==> config.mk <==
export PLATFORM = sky130hd
export DESIGN_NAME = branch_unit
export DESIGN_NICKNAME = d
export VERILOG_FILES = /design/src/rtl/slc3_pkg.sv /design/src/rtl/br_target_adder.sv /design/src/rtl/branch_unit.sv
export SDC_FILE = /design/constraint.sdc
export NUM_CORES = 1
export LEC_CHECK = 0
export BUFFER_PORTS_ARGS = -buffer_cell sky130_fd_sc_hd__buf_2
export CAP_MARGIN = 10
export CELL_PAD_IN_SITES_DETAIL_PLACEMENT = 0
export CELL_PAD_IN_SITES_GLOBAL_PLACEMENT = 1
export CORE_ASPECT_RATIO = 0.7
export CORE_MARGIN = 1
export CORE_UTILIZATION = 46
export CTS_CLUSTER_DIAMETER = 60
export DETAILED_ROUTE_END_ITERATION = 10
export PLACE_DENSITY = 0.94
export SETUP_SLACK_MARGIN = 0.02
export SKIP_LAST_GASP = 1
export SLEW_MARGIN = 0
export SYNTH_ARGS = -nofsm -noshare
export SYNTH_HDL_FRONTEND = slang
export SYNTH_SLANG_ARGS = --single-unit
export TNS_END_PERCENT = 1
==> constraint.sdc <==
create_clock -name clk -period 4.1 [get_ports clk]
set_input_delay 0.82 -clock clk [delete_from_list [all_inputs] [get_ports clk]]
set_output_delay 0.82 -clock clk [all_outputs]
set_load 0.005 [all_outputs]
==> src/rtl/slc3_pkg.sv <==
// Shared SLC-3 definitions: opcodes, branch-unit state encoding, offset sign extension.
// Pure declarations, no logic or latency.
// Imported by the branch unit and by any address path that needs sext9.
package slc3_pkg;

  localparam int SLC3_W = 16;

  localparam logic [3:0] OP_BR = 4'b0000;

  typedef enum logic [2:0] {
    IDLE,
    WAIT_CC,
    EVAL,
    ISSUE,
    DONE
  } br_state_t;

  // Sign-extend a 9-bit PC offset to the native datapath width.
  function automatic logic [SLC3_W-1:0] sext9(input logic [8:0] off);
    return {{(SLC3_W-9){off[8]}}, off};
  endfunction

endpackage

==> src/rtl/br_target_adder.sv <==
// PC-relative target adder: target = base + sext9(offset), modulo 2^ADDR_W.
// Latency: combinational, zero cycles.
// Backpressure: none; the caller registers the result.
module br_target_adder
  import slc3_pkg::*;
#(
  parameter int ADDR_W = 16
) (
  input  logic [ADDR_W-1:0] base,
  input  logic [8:0]        offset,
  output logic [ADDR_W-1:0] target
);

  logic [ADDR_W-1:0] off_ext;

  // The signed cast keeps the sign when ADDR_W is wider than the package width.
  assign off_ext = ADDR_W'($signed(sext9(offset)));
  assign target  = base + off_ext;

endmodule

==> src/rtl/branch_unit.sv <==
// Branch resolution: waits out LD_CC, evaluates BEN and hands a taken target to the PC register.
// Latency: not taken done 2 cycles after start; taken done 3 cycles, plus one per cc_busy or stall cycle.
// Backpressure: pc_valid/pc_next hold in ISSUE until pc_ready; start outside IDLE is dropped.
module branch_unit
  import slc3_pkg::*;
#(
  parameter int ADDR_W = 16,
  parameter int CNT_W  = 16
) (
  input  logic              clk,
  input  logic              reset,
  input  logic              start,
  input  logic [ADDR_W-1:0] ir,
  input  logic [ADDR_W-1:0] pc,
  input  logic [2:0]        nzp,
  input  logic              cc_busy,
  input  logic              pc_ready,
  output logic              pc_valid,
  output logic [ADDR_W-1:0] pc_next,
  output logic              ben,
  output logic              busy,
  output logic              done,
  input  logic              clear_count,
  output logic [CNT_W-1:0]  taken_count
);

  br_state_t         state_q, state_d;
  logic [ADDR_W-1:0] ir_q, ir_d;
  logic [ADDR_W-1:0] pc_q, pc_d;
  logic [ADDR_W-1:0] pc_next_q, pc_next_d;
  logic              ben_q, ben_d;
  logic              pc_valid_q, pc_valid_d;
  logic              done_q, done_d;
  logic              busy_q, busy_d;
  logic [CNT_W-1:0]  cnt_q, cnt_d;

  logic [ADDR_W-1:0] target;
  logic              eval_ben;
  logic              xfer;

  br_target_adder #(
    .ADDR_W (ADDR_W)
  ) u_target (
    .base   (pc_q),
    .offset (ir_q[8:0]),
    .target (target)
  );

  // BEN from the captured instruction and the condition codes seen during EVAL.
  assign eval_ben = (ir_q[15:12] == OP_BR) & (|(ir_q[11:9] & nzp));

  // Next-state, capture and counter logic; outputs are derived from the next state so they are registered.
  always_comb begin
    state_d   = state_q;
    ir_d      = ir_q;
    pc_d      = pc_q;
    pc_next_d = pc_next_q;
    ben_d     = ben_q;
    xfer      = 1'b0;
    cnt_d     = cnt_q;

    case (state_q)
      IDLE: begin
        if (start) begin
          ir_d    = ir;
          pc_d    = pc;
          state_d = cc_busy ? WAIT_CC : EVAL;
        end
      end
      WAIT_CC: begin
        if (!cc_busy) state_d = EVAL;
      end
      EVAL: begin
        ben_d     = eval_ben;
        pc_next_d = target;
        state_d   = eval_ben ? ISSUE : DONE;
      end
      ISSUE: begin
        if (pc_ready) begin
          xfer    = 1'b1;
          state_d = DONE;
        end
      end
      DONE: begin
        state_d = IDLE;
      end
      default: begin
        state_d = IDLE;
      end
    endcase

    // Clear takes priority over a same-cycle increment; the count sticks at all-ones.
    if (clear_count) begin
      cnt_d = '0;
    end else if (xfer && (cnt_q != {CNT_W{1'b1}})) begin
      cnt_d = cnt_q + CNT_W'(1);
    end

    pc_valid_d = (state_d == ISSUE);
    done_d     = (state_d == DONE);
    busy_d     = (state_d != IDLE);
  end

  // All state and registered outputs; async reset abandons any pending handshake.
  always_ff @(posedge clk or negedge reset) begin
    if (!reset) begin
      state_q    <= IDLE;
      ir_q       <= '0;
      pc_q       <= '0;
      pc_next_q  <= '0;
      ben_q      <= 1'b0;
      pc_valid_q <= 1'b0;
      done_q     <= 1'b0;
      busy_q     <= 1'b0;
      cnt_q      <= '0;
    end else begin
      state_q    <= state_d;
      ir_q       <= ir_d;
      pc_q       <= pc_d;
      pc_next_q  <= pc_next_d;
      ben_q      <= ben_d;
      pc_valid_q <= pc_valid_d;
      done_q     <= done_d;
      busy_q     <= busy_d;
      cnt_q      <= cnt_d;
    end
  end

  assign pc_valid    = pc_valid_q;
  assign pc_next     = pc_next_q;
  assign ben         = ben_q;
  assign busy        = busy_q;
  assign done        = done_q;
  assign taken_count = cnt_q;

endmodule

# After elaboration in Yosys (flattened, before gate mapping)
# Index checks and enable logic that the tools add are counted.
# Widths: inputs -> output; s select.
# word_totals
regBits	71
elab_cells	36
# classes
addsub	2
eq_ne	6
mux	10
bitwise	2
n_reduce_logical	7
# op_table
operator	n
$mux 16	2
$add 16x1->16 const B	1
$add 16x16->16	1
$ne 16x16->1 const B	1
$mux 3	4
$pmux 3 s4	1
$eq 3x2->1 const B	3
$logic_not 4->1	1
$and 3x3->3	1
$eq 3x1->1 const B	1
$eq 3x3->1 const B	1
$logic_not 3->1	1
$reduce_bool 3->1	1
$reduce_or 3->1	1
$mux 1	2
$mux 2	1
$reduce_and 2->1	1
$reduce_bool 2->1	1
$and 1x1->1	1
$logic_and 1x1->1	1

# Longest topological paths before layout
# depth
word_depth	6
depth_mapped	8
mapped_depth_nobuf	8

# Modules after synthesis
# Synthesis repeated with hierarchy kept, for this count alone.
# hier_totals
cells_unflattened	339
area_unflattened_um2	3891.2
# modules_own_cells
mod	n_inst	cells_per_inst	area_each_um2
branch_unit	1	232	3037.9
br_target_adder	1	107	853.3

# Worst setup path after synthesis
# OpenSTA, ideal clock, no wires.
# synth_path
kind	reg2reg
start	register ir_q[0]
end	register pc_next_q[12], in the netlist pc_next[12]
setup_ps	130
arrival_time_ps	2130
required_ps	3970
slack_ps	1841
stages_incl_launch_ff	9
path_cell_list	dfrtp_1 > ha_1 > fa_1 > a211oi_1 > nor2_1 > o221a_2 > a221oi_1 > xor2_1 > o21ai_1
# synth_between
elab_chain_cells	1
# synth_lines
item	line_no	source
start, declared	branch_unit.sv:28	logic [ADDR_W-1:0] ir_q, ir_d;
start signal, assigned	branch_unit.sv:118	ir_q <= ir_d;
$add 16x16->16	br_target_adder.sv:18	assign target = base + off_ext;
end signal, assigned	branch_unit.sv:120	pc_next_q <= pc_next_d;
end, declared	branch_unit.sv:30	logic [ADDR_W-1:0] pc_next_q, pc_next_d;
# Every way passes these cells.
# A chain may end at the register's enable or synchronous reset.

# Worst setup path in the final report
# Same ends and word-level chain as after synthesis.

==> results.json <==
{
  "critPathMaxStageDelay_ns": 0.43,
  "io_pins": 77,
  "finalNonFillerCells": 498,
  "power_frac_comb_pct": 50.1,
  "fillers": 661,
  "status": "finished, final reports clean",
  "finalMaxSlewViolations": 0,
  "slew_headroom_pct": 54.0,
  "clockPowerShare_pct": 17.0,
  "worstPathRequired_ns": 4.31,
  "worstSkewPairLatency_ns": 0.34,
  "sw_frac_of_total_pct": 39.1,
  "cp_max_fo": 4,
  "drt-wirelength-per-cell_um": 14.8,
  "globalRoute.totalOverflow": 0,
  "dieArea_mm2": 0.00818,
  "path_cells": "ha_1, fa_1, a211oi_1, nor2_1, o221a_2, a221oi_1, xor2_1, o21ai_1",
  "core_area_mm2": 0.00742,
  "p_seq_share_pct": 32.9,
  "worst_path_max_delay_cell": "fa_1",
  "multi_input_area_mm2": 0.00176,
  "first_iter_violations": 117,
  "hold_class": "register to register",
  "critPathCaptureType": "register",
  "drc": 0,
  "fin_util_pct": 57.7,
  "track_usage_pct": 20.2,
  "synth_nets": 375,
  "ys_seq_elements": 71,
  "drtPass1Iterations": 4,
  "synthTopCellsByCount": "dfrtp_1, mux2_2, nor2_1",
  "switchingPower_w": 0.00138,
  "synth.most_common_cell": "dfrtp_1",
  "start_util_pct": 48.5,
  "post-cts-setup-buffer-count": 0,
  "wirelength_mm": 7.39,
  "htreeDepth": 3,
  "grt_pass1_wl_mm": 12.8,
  "holdBufCountCts": 0,
  "power_leakage_nw": 2.01,
  "via_per_inst": 5.26,
  "grt_pass1_vias": 2600,
  "finalNetCount": 454,
  "clock_path_buffers": 2,
  "synth.avg_cell_area_um2": 11.3,
  "rsz0062_at_grt": "false",
  "place_inst": 483,
  "fin_skew_ns": 0.0119,
  "path_class": "register to register",
  "crit_buf_inv": 0,
  "clkTransAtPathRegs_ns": 0.07,
  "antenna_found_initial": 0,
  "seq_area_mm2": 0.00178,
  "hold_violations": 0,
  "rows": 26,
  "cts_resized": 0,
  "netlist_area_mm2": 0.00360,
  "numCtsBuffers": 9,
  "arrival_ns": 2.62,
  "fmax_mhz": 414,
  "synth-async-reset-ratio_pct": 100,
  "synth_ff_type": "dfrtp_1",
  "synth_top_cell_area_share_pct": 49.4,
  "yosysTopAreaCell": "dfrtp_1",
  "antenna_cells": 0,
  "cts_sinks": 71,
  "syn_inst": 317,
  "area_delta_synth_final_pct": 19.0,
  "postPlaceCellArea_mm2": 0.00407,
  "min_period_ns": 2.41,
  "synth_edf_count": 0,
  "crit_path_start_kind": "register",
  "vias": 2617,
  "dieHeight_um": 76.0,
  "grt_max_degree": 43,
  "ant_nets": 0,
  "power_density_mw_per_mm2": 826,
  "layout-drive-gt1-share_pct": 35.5,
  "setup_violations": 0,
  "tightestPinTransition_ns": 0.690,
  "ys_seq_area_share_pct": 49.4,
  "cts_tree": "done",
  "ys_warn_count": 0,
  "die_w_um": 108,
  "hpwlAfterDp_mm": 5.50,
  "cpLargestDelayFamily": "compound AO/OA/AOI/OAI gates",
  "peakVddDrop_uv": 362,
  "fin_area_mm2": 0.00428,
  "tns_ns": 0,
  "p_int_w": 0.00215,
  "cap_violations": 0,
  "root_buffer": "clkbuf_8",
  "synthDistinctLibCells": 55,
  "gp_congestion": 0.886,
  "synth_area_leaders": "dfrtp_1, mux2_2, ha_1",
  "period_share_pct": 58.9,
  "port_buffers": 76
}
[logic make-up (layout without fill, tap and decap cells)]
logic type	count (synthesis)	in the layout	synth area share, %
buf+inv	15	98	2.05
xor+xnor	26	26	6.33
compound gates	62	62	11.4
simple gates	90	90	13.5
mux	36	36	11.2
flops	71	71	49.4
fa+ha+maj	17	17	6.12
[stage by stage]
step	total power, W	hold WS (ns)	worst slack, ns
after floorplan	0.00249	0.473	1.84
after global placement	0.00288	0.460	1.73
after detailed placement	0.00294	0.464	1.68
after CTS	0.00355	0.481	1.66
after global routing	0.00384	0.515	1.54
final	0.00353	0.477	1.69
[state kept, by name, summed over array words and instances, names as in the netlist]
name / count
ir_q: 16
pc_next: 16
pc_q: 16
taken_count: 16
state_q: 3
ben: 1
busy: 1
done: 1
pc_valid: 1
[layout make-up]
cell class	count	share of cell area (%)
clock buffers	9	2.89
flip-flops and latches	71	41.5
multi-input cells	231	41.0
well taps	98	2.87
repair buffers	78	9.24
clock inverters	6	2.02
inverters	5	0.439
[metal layers]
metal | track usage [%] | wire length, um | up-vias
met4 | 6.16 | 57 | 0
met1 | 30.3 | 3820 | 1241
met2 | 27.9 | 3150 | 73
met5 | 0 | 0 | -
li1 | - | - | 1299
met3 | 5.99 | 359 | 4
[power by group through the flow]
stage	logic (W)	registers, W	clock network [W]
floorplan	0.00136	0.00113	0
detailed placement	0.00177	0.00118	0
global route	0.00199	0.00120	0.000652
global placement	0.00172	0.00116	0
finish	0.00177	0.00116	0.000600
CTS	0.00177	0.00116	0.000620
[worst min-delay path, delay by kind of cell (launching register included)]
family           cells  cell delay, ns
AO/OA/AOI/OAI        1            0.06
flip-flops           1            0.34
AND/OR/NAND/NOR      1            0.05
[cells in the final DEF (no fill, tap or decap), types with 4 or more instances in the layout]
cell type / n
nand2_1: 25
dfrtp_1: 71
nor3_1: 4
nor2_1: 26
mux2_2: 35
nand4_1: 4
clkbuf_8: 9
ha_1: 16
nand3_1: 10
buf_2: 76
xnor2_1: 13
a21oi_1: 12
xor2_1: 13
o21ai_0: 20
o21a_1: 4
inv_1: 5
[path summary, 6_finish.rpt]
check                         endpoint         from  slack, ns  cells after the start
max                        pc_next[12]      ir_q[0]       1.69                      8
min                        pc_next[11]  pc_next[11]       0.48                      2
max reg2reg                pc_next[12]      ir_q[0]       1.69                      8
min reg2reg                pc_next[11]  pc_next[11]       0.48                      2
max in group asynchronous      pc_q[0]        reset       2.59                      2
min in group asynchronous   pc_next[9]        reset       0.52                      1
No activity file was read; power rests on OpenSTA's default activity.
